<file path="src/rtl/camera_frame_seq.sv">
// rtl/camera_frame_seq.sv - ping-pong camera frame capture sequencer driving the camera config bus
module camera_frame_seq #(
  parameter int L2_AWIDTH_NOAL = 12,
  parameter int TRANS_SIZE     = 16
) (
  input  logic                      clk_i,
  input  logic                      rstn_i,
  input  logic                      start_i,
  input  logic                      stop_i,
  input  logic [30:0]               glob_cfg_i,
  input  logic [1:0]                datasize_i,
  input  logic [L2_AWIDTH_NOAL-1:0] buf0_addr_i,
  input  logic [L2_AWIDTH_NOAL-1:0] buf1_addr_i,
  input  logic [TRANS_SIZE-1:0]     frame_size_i,
  input  logic [7:0]                num_frames_i,
  input  logic [7:0]                poll_gap_i,
  output logic [31:0]               cfg_data_o,
  output logic [4:0]                cfg_addr_o,
  output logic                      cfg_valid_o,
  output logic                      cfg_rwn_o,
  input  logic [31:0]               cfg_data_i,
  input  logic                      cfg_ready_i,
  output logic                      busy_o,
  output logic                      frame_done_o,
  output logic                      frame_buf_o,
  output logic [7:0]                frame_cnt_o,
  output logic                      done_o,
  output logic                      aborted_o
);

  typedef enum logic [3:0] {
    IDLE, WR_GLOB, WR_SADDR, WR_SIZE, WR_CFG,
    POLL_WAIT, POLL_RD, NEXT, CLR_CFG, DIS_GLOB
  } state_t;

  typedef struct packed {
    logic        valid;
    logic        rwn;
    logic [4:0]  addr;
    logic [31:0] data;
  } bus_t;

  localparam logic [4:0] ADDR_SADDR = 5'h00;
  localparam logic [4:0] ADDR_SIZE  = 5'h01;
  localparam logic [4:0] ADDR_CFG   = 5'h02;
  localparam logic [4:0] ADDR_GLOB  = 5'h08;

  state_t     state;
  state_t     state_nx;
  state_t     poll_entry;
  logic       buf_idx;
  logic       idx_nx;
  logic       stop_req;
  logic       stop_pend;
  logic       bus_done;
  logic       bus_load;
  logic       status_idle;
  logic [7:0] poll_cnt;
  bus_t       bus_nx;
  logic       unused_rd;

  assign bus_done    = cfg_valid_o & cfg_ready_i;
  assign stop_pend   = stop_req | stop_i;
  assign status_idle = ~cfg_data_i[4] & ~cfg_data_i[5];
  assign poll_entry  = (poll_gap_i == 8'd0) ? POLL_RD : POLL_WAIT;
  assign unused_rd   = ^{cfg_data_i[31:6], cfg_data_i[3:0]};

  // Decision points divert to CLR_CFG when a stop is pending; bus states only move on acceptance.
  always_comb begin
    state_nx = state;
    case (state)
      IDLE:      if (start_i && !stop_i) state_nx = WR_GLOB;
      WR_GLOB:   if (bus_done) state_nx = stop_pend ? CLR_CFG : WR_SADDR;
      WR_SADDR:  if (bus_done) state_nx = stop_pend ? CLR_CFG : WR_SIZE;
      WR_SIZE:   if (bus_done) state_nx = stop_pend ? CLR_CFG : WR_CFG;
      WR_CFG:    if (bus_done) state_nx = stop_pend ? CLR_CFG : poll_entry;
      POLL_WAIT: begin
        if (stop_pend)            state_nx = CLR_CFG;
        else if (poll_cnt == 8'd0) state_nx = POLL_RD;
      end
      POLL_RD: begin
        if (bus_done) begin
          if (stop_pend)        state_nx = CLR_CFG;
          else if (status_idle) state_nx = NEXT;
          else                  state_nx = poll_entry;
        end
      end
      NEXT: begin
        if (stop_pend)
          state_nx = CLR_CFG;
        else if (num_frames_i != 8'd0 && frame_cnt_o == num_frames_i)
          state_nx = DIS_GLOB;
        else
          state_nx = WR_SADDR;
      end
      CLR_CFG:   if (bus_done) state_nx = DIS_GLOB;
      DIS_GLOB:  if (bus_done) state_nx = IDLE;
      default:   state_nx = IDLE;
    endcase
  end

  always_comb begin
    idx_nx = buf_idx;
    if (state == IDLE && state_nx == WR_GLOB)
      idx_nx = 1'b0;
    else if (state == NEXT)
      idx_nx = ~buf_idx;
  end

  // Bus request presented in the state being entered; reads always carry zero data.
  always_comb begin
    bus_nx = '0;
    case (state_nx)
      WR_GLOB: begin
        bus_nx.valid = 1'b1;
        bus_nx.addr  = ADDR_GLOB;
        bus_nx.data  = {1'b1, glob_cfg_i};
      end
      WR_SADDR: begin
        bus_nx.valid = 1'b1;
        bus_nx.addr  = ADDR_SADDR;
        bus_nx.data  = idx_nx ? 32'(buf1_addr_i) : 32'(buf0_addr_i);
      end
      WR_SIZE: begin
        bus_nx.valid = 1'b1;
        bus_nx.addr  = ADDR_SIZE;
        bus_nx.data  = 32'(frame_size_i);
      end
      WR_CFG: begin
        bus_nx.valid = 1'b1;
        bus_nx.addr  = ADDR_CFG;
        bus_nx.data  = {27'd0, 1'b1, 1'b0, datasize_i, 1'b0};
      end
      POLL_RD: begin
        bus_nx.valid = 1'b1;
        bus_nx.rwn   = 1'b1;
        bus_nx.addr  = ADDR_CFG;
      end
      CLR_CFG: begin
        bus_nx.valid = 1'b1;
        bus_nx.addr  = ADDR_CFG;
        bus_nx.data  = 32'h0000_0040;
      end
      DIS_GLOB: begin
        bus_nx.valid = 1'b1;
        bus_nx.addr  = ADDR_GLOB;
        bus_nx.data  = {1'b0, glob_cfg_i};
      end
      default: bus_nx = '0;
    endcase
  end

  // Bus outputs only reload on a state change or an accepted transfer, so a stalled request holds.
  assign bus_load = (state_nx != state) | bus_done;

  always_ff @(posedge clk_i or negedge rstn_i) begin
    if (!rstn_i) begin
      state        <= IDLE;
      buf_idx      <= 1'b0;
      stop_req     <= 1'b0;
      poll_cnt     <= 8'd0;
      cfg_valid_o  <= 1'b0;
      cfg_rwn_o    <= 1'b0;
      cfg_addr_o   <= 5'd0;
      cfg_data_o   <= 32'd0;
      busy_o       <= 1'b0;
      frame_done_o <= 1'b0;
      frame_buf_o  <= 1'b0;
      frame_cnt_o  <= 8'd0;
      done_o       <= 1'b0;
      aborted_o    <= 1'b0;
    end else begin
      state        <= state_nx;
      buf_idx      <= idx_nx;
      busy_o       <= (state_nx != IDLE);
      frame_done_o <= (state_nx == NEXT);
      done_o       <= (state == DIS_GLOB) && (state_nx == IDLE);

      if (bus_load)
        {cfg_valid_o, cfg_rwn_o, cfg_addr_o, cfg_data_o} <= bus_nx;

      if (state == IDLE && state_nx == WR_GLOB) begin
        frame_cnt_o <= 8'd0;
        aborted_o   <= 1'b0;
      end else if (state_nx == NEXT) begin
        frame_cnt_o <= frame_cnt_o + 8'd1;
        frame_buf_o <= buf_idx;
      end

      if (state_nx == CLR_CFG && state != CLR_CFG)
        aborted_o <= 1'b1;

      if (state_nx == IDLE)
        stop_req <= 1'b0;
      else if (stop_i && state != IDLE)
        stop_req <= 1'b1;

      if (state_nx == POLL_WAIT && state != POLL_WAIT)
        poll_cnt <= poll_gap_i - 8'd1;
      else if (state == POLL_WAIT && poll_cnt != 8'd0)
        poll_cnt <= poll_cnt - 8'd1;
      else if (state_nx != POLL_WAIT)
        poll_cnt <= 8'd0;
    end
  end

endmodule

</file>
<file path="config.mk">
export PLATFORM = sky130hd
export DESIGN_NAME = camera_frame_seq
export DESIGN_NICKNAME = d
export VERILOG_FILES = /design/src/rtl/camera_frame_seq.sv
export SDC_FILE = /design/constraint.sdc
export NUM_CORES = 1
export LEC_CHECK = 0
export ABC_CLOCK_PERIOD_IN_PS = 3600
export BUFFER_PORTS_ARGS = -buffer_cell sky130_fd_sc_hd__buf_2
export CORE_ASPECT_RATIO = 1.1
export CORE_UTILIZATION = 46
export DETAILED_ROUTE_END_ITERATION = 10
export PLACE_DENSITY = 0.88
export REMOVE_ABC_BUFFERS = 1
export SYNTH_ARGS = -nofsm -noshare
export SYNTH_HDL_FRONTEND = slang
export SYNTH_SLANG_ARGS = --single-unit
</file>
<file path="constraint.sdc">
create_clock -name clk_i -period 3.6 [get_ports clk_i]
set_clock_uncertainty 0.15 [all_clocks]
set_input_delay 0.36 -clock clk_i [delete_from_list [all_inputs] [get_ports clk_i]]
set_output_delay 0.36 -clock clk_i [all_outputs]
set_load 0.05 [all_outputs]
</file>
# Yosys cells after proc, flatten, opt, wreduce, memory -nomap -nowiden
# Index checks and enable logic that the tools add are counted.
# Widths: inputs -> output; s select.
[classes]
n_eq_ne = 23
n_bitwise = 8
reduce_logical = 25
n_mux = 36
n_addsub = 3
[ops]
columns = ["op", "count"]
rows = [
  ["$pmux 32 s6", 1],
  ["$mux 4", 17],
  ["$mux 8", 5],
  ["$pmux 4 s10", 1],
  ["$eq 4x3->1 const B", 8],
  ["$eq 4x2->1 const B", 4],
  ["$eq 4x4->1 const B", 4],
  ["$logic_not 8->1", 2],
  ["$reduce_bool 8->1", 2],
  ["$sub 8x1->8 const B", 2],
  ["$mux 12", 1],
  ["$pmux 4 s3", 1],
  ["$add 8x1->8 const B", 1],
  ["$eq 4x1->1 const B", 2],
  ["$eq 8x8->1", 1],
  ["$logic_and 1x1->1", 8],
  ["$logic_not 4->1", 2],
  ["$mux 1", 8],
  ["$ne 4x3->1 const B", 2],
  ["$reduce_bool 4->1", 2],
  ["$reduce_or 7->1", 1],
  ["$reduce_bool 2->1", 3],
  ["$mux 2", 2],
  ["$ne 4x4->1", 1],
  ["other kinds (9)", 14],
]
[totals]
register_bits = 66
elab_cells = 109
input_bits = 126

# Depth between registers and ports, before layout
[depth]
ltp_word = 11
mapped_depth = 13
depth_no_buf = 10

# Worst setup path after synthesis
# OpenSTA, ideal clock, no wires.
[synth_timing]
kind = "flip-flop to flip-flop"
from = "register cfg_valid_o"
to = "register cfg_data_o[21]"
slack_ns = 0.783
period_less_slack_ns = 2.817
t_arrival_ns = 2.590
setup_time_ns = 0.077
stages_incl_launch_ff = 11
cell_sequence = "dfrtp_1 and2_1 or4_1 a31o_2 and3_1 buf_6 nor3_1 buf_4 buf_4 nand2_1 o21ai_1"
[synth_between]
elab_chain_len = 5
word_cells_on_any_way = 18
[synth_lines]
columns = ["item", "line_no", "source"]
rows = [
  ["from (decl)", "19", "output logic cfg_valid_o,"],
  ["from (signal assigned)", "180", "{cfg_valid_o, cfg_rwn_o, cfg_addr_o, cfg_data_o} <= bus_nx;"],
  ["$and 1x1->1 (*)", "62", "assign bus_done = cfg_valid_o & cfg_ready_i;"],
  ["$mux 4 (tied with other cells)", "97", "DIS_GLOB: if (bus_done) state_nx = IDLE;"],
  ["$pmux 4 s10", "71", "case (state)"],
  ["$eq 4x4->1 (tied with other cells)", "113", "case (state_nx)"],
  ["$pmux 32 s6 or $or 1x1->1 (tied branches)", "113, 154", ""],
  ["to (signal assigned)", "180", ""],
  ["to (decl)", "17", "output logic [31:0] cfg_data_o,"],
]
# Every way passes the cells marked *; elsewhere a longest branch is shown, timed or not.
# A chain may end at the register's enable or synchronous reset.

# Worst setup path after layout
[layout_timing]
from = "register poll_cnt[0]"
to = "register cfg_data_o[4]"
[layout_between]
elab_chain_len = 9
word_cells_on_any_way = 16
[layout_lines]
columns = ["item", "line_no", "source"]
rows = [
  ["from (decl)", "58", "logic [7:0] poll_cnt;"],
  ["from (signal assigned)", "199", "poll_cnt <= poll_gap_i - 8'd1;"],
  ["from (signal assigned)", "201", "poll_cnt <= poll_cnt - 8'd1;"],
  ["$logic_not 8->1 (*)", "79", "else if (poll_cnt == 8'd0) state_nx = POLL_RD;"],
  ["$mux 4 (*)", "79", ""],
  ["$mux 4 (*)", "78", "if (stop_pend) state_nx = CLR_CFG;"],
  ["$pmux 4 s10 (*)", "71", ""],
  ["via state_nx[0]", "49", "state_t state_nx;"],
  ["$eq 4x1->1", "104, 113", ""],
  ["$logic_and 1x1->1", "104", "if (state == IDLE && state_nx == WR_GLOB)"],
  ["$mux 1", "104", ""],
  ["$mux 12", "122", "bus_nx.data = idx_nx ? 32'(buf1_addr_i) : 32'(buf0_addr_i);"],
  ["$pmux 32 s6", "113", ""],
]
# Mark *: on every way through the listed nets, which the timed path passes. The rest lies on a longest branch.

==> results.cfg <==
[floorplanning]
start_util_pct = 47.9
ios = 178
fp.dieH_microns = 95.1
die_w_microns = 86.6
coreArea_sq_um = 7560
dieArea_sq_um = 8230
rows = 33

[synth]
yosysWarningCount = 0
yosysTopAreaCell = dfrtp_1
synth_area_sq_um = 3620
synth-edff-count = 0
syn_inst = 377
synth.top_cell.area_share_pct = 44.2
ys_top_cells_by_area = dfrtp_1 44%, nand2_1 5.9%, mux2_2 3.4%
yosys_most_used_dff = dfrtp_1
avgSynthCellArea_sq_um = 9.61
ys_seq_area_share_pct = 44.2
ys_async_sr_fraction_pct = 100
ys_ff_latch = 64
ys_types = 63

[sta]
setup_viol = 0
fmax_mhz = 311
setup_ws_ns = 0.381
rsz0062_at_grt = no
fin_crit_sh_pct = 89.4
hold_viol = 0
holdWs_ns = 0.0879
maxSlewHeadroom_pct = 19.7
layout_min_cycle_time_ns = 3.22
worst_slew_pin_slew_ns = 1.20
slew_violations = 0

[worst_setup_path]
worstPathArrival_ns = 3.33
reg2reg_slack_ns = 0.38
startpoint_type = flip-flop
crit_required_ns = 3.71
critical_path_class = reg -> reg
crit_path_max_fanout = 10
critPathCaptureType = flip-flop

[global_route]
antenna_found_initial = 0
gr-total-overflow = 0
grtUsageTotal_pct = 24.3
grt_max_degree = 43
grt_pass1_vias = 3266
grt_pass1_wl_mm = 15.5

[clock_network]
cts_root_buffer = clkbuf_8
htreeDepth = 3
cts_tree = done
clock-sinks = 64
cts_buffer_depth = 2
clkLatencyLatePin_ns = 0.34
cts_resized = 0
cts-buffers-inserted = 9
clk_pin_slew_ns = 0.07
cts_setup_buffers = 0

[power]
ir_drop_mv = 0.624
leakage_nw = 2.26
p_per_area_nw_per_um2 = 870

[detailed_routing]
drc_errors = 0
wl_per_cell_microns = 15.6
vias_per_cell = 5.58
drtIter0Drc = 222
drtPass1Iterations = 4
vias = 3516
drtAntennaViolNets = 0
wl_mm = 9.80

[layout]
design_area_sq_um = 4700
multiInputGateArea_sq_um = 1870
syn2layout_area_growth_pct = 29.9
drive_gt1_share_pct = 36.6
instances_no_fill = 630
diodes = 0
nets = 649
seq_area_sq_um = 1600
nFillCells = 635

[flow_run]
max-cap-violations = 0

[placement]
port_buffers = 145
place_area_sq_um = 4450
dp_hpwl_mm = 7.36
dp_slack_ns = 0.380
dpl.cell_count = 613
place.gp.congestion = 0.865

[hold_path]
hold_path_class = in -> reg

[outcome]
outcome = completed
## synthesized netlist by cell type (4+ instances only)
| cell | instances |
|---|---|
| dfrtp_1 | 64 |
| nand2_1 | 57 |
| o21ai_1 | 23 |
| a31oi_1 | 13 |
| a22oi_1 | 12 |
| buf_2 | 12 |
| nor2_1 | 12 |
| xnor2_1 | 12 |
| mux2_2 | 11 |
| nor4_1 | 11 |
| xor2_1 | 11 |
| a2bb2oi_1 | 9 |
| nand3_1 | 9 |
| nor3_1 | 9 |
| o22ai_1 | 9 |
| a21oi_1 | 7 |
| clkbuf_1 | 7 |
| inv_1 | 6 |
| nor3b_1 | 6 |
| nand4_1 | 5 |
| o21ai_0 | 5 |
| buf_4 | 4 |
| mux2i_1 | 4 |
| o31ai_1 | 4 |
## worst max-delay path: stages (launching register included)
cell	delay, ns
dfrtp_1	0.40
inv_1	0.07
ha_1	0.18
or3b_1	0.47
o21bai_4	0.31
o211a_4	0.23
and3_1	0.40
inv_4	0.10
nor3_4	0.46
a32oi_1	0.19
a31oi_1	0.18
## cell usage in the layout, fill, tap and decap left out, types with 3 or more instances in the layout
master,netlist,layout
buf_2,12,145
dfrtp_1,64,64
nand2_1,57,57
o21ai_1,23,23
a31oi_1,13,13
nor2_1,12,12
xnor2_1,12,12
a22oi_1,12,12
nor4_1,11,11
xor2_1,11,11
mux2_2,11,11
clkbuf_8,0,10
nand3_1,9,9
o22ai_1,9,9
a2bb2oi_1,9,9
buf_4,4,9
nor3_1,9,8
a21oi_1,7,7
inv_1,6,6
o21ai_0,5,5
nor3b_1,6,5
nand4_1,5,5
o31ai_1,4,4
mux2i_1,4,4
and4b_1,3,3
and3_1,3,3
nand2b_1,3,3
or3_1,3,3
ha_1,3,3
bufinv_16,0,3
## final cells by class
cell class                 instances  area share [%]
timing repair buffer             156            17.5
inverter                           7           0.612
tap                              105            2.79
clock inverter                     5            2.21
sequential                        64            34.0
multi-input combinational        282            39.8
clock buffer                      11            3.01
## flip-flops by register name, indices dropped and copies added, names as in the netlist
| signal | cells |
|---|---|
| cfg_data_o | 32 |
| frame_done_o | 1 |
| aborted_o | 1 |
| cfg_rwn_o | 1 |
| buf_idx | 1 |
| state | 4 |
| frame_cnt_o | 8 |
| done_o | 1 |
| poll_cnt | 8 |
| busy_o | 1 |
| stop_req | 1 |
| frame_buf_o | 1 |
| cfg_addr_o | 3 |
| cfg_valid_o | 1 |
## per-layer routing
layer / vias to the layer above / global-route usage [%] / part of all wire (%)
met5: - / 0 / 0
met4: 0 / 8.33 / 1.5
met3: 13 / 3.38 / 5.5
met2: 145 / 42.1 / 50
met1: 1676 / 31.3 / 43
li1: 1682 / - / -
## repair_timing
action	CTS	global route
hold endpoints to repair	27	0
hold buffers	1	0
setup endpoints to repair	0	0
## per-stage QoR
step                      TNS (ns)  power [W]  util (%)
after floorplan             -57.96    0.00266         -
after global placement           0    0.00329      58.9
after detailed placement         0    0.00336      58.9
after CTS                        0    0.00411      62.3
after global routing             0    0.00435      62.3
final                            0    0.00409      62.3
## logic make-up after synthesis
| group | count (synthesis) | synth area share (%) |
|---|---|---|
| other | 1 | 0.104 |
| and+or+nand+nor | 137 | 20.0 |
| adders and majority gates | 3 | 1.04 |
| buffers and inverters | 32 | 4.42 |
| AOI/OAI and AO/OA | 101 | 19.9 |
| xor gates and xnor gates | 23 | 5.56 |
| DFF | 64 | 44.2 |
| muxes | 16 | 4.84 |
## worst paths after layout
kind | start | end | cells past startpoint
hold reg to reg | cfg_data_o[15] | cfg_data_o[15] | 2
min in group asynchronous | rstn_i | frame_cnt_o[7] | 2
max in group asynchronous | rstn_i | poll_cnt[4] | 3
setup reg to reg | poll_cnt[0] | cfg_data_o[4] | 10
hold / removal | poll_gap_i[0] | poll_cnt[0] | 2
setup / recovery | poll_cnt[0] | cfg_data_o[4] | 10
## where the power goes
group	switching, W	leakage, nW	total, W	internal (W)
clock	0.000274	0.124	0.000753	0.000479
combinational	0.00154	1.29	0.00226	0.000722
sequential	0.000152	0.845	0.00108	0.000927
total	0.00196	2.26	0.00409	0.00213
Power figures use the tool's default switching activity.
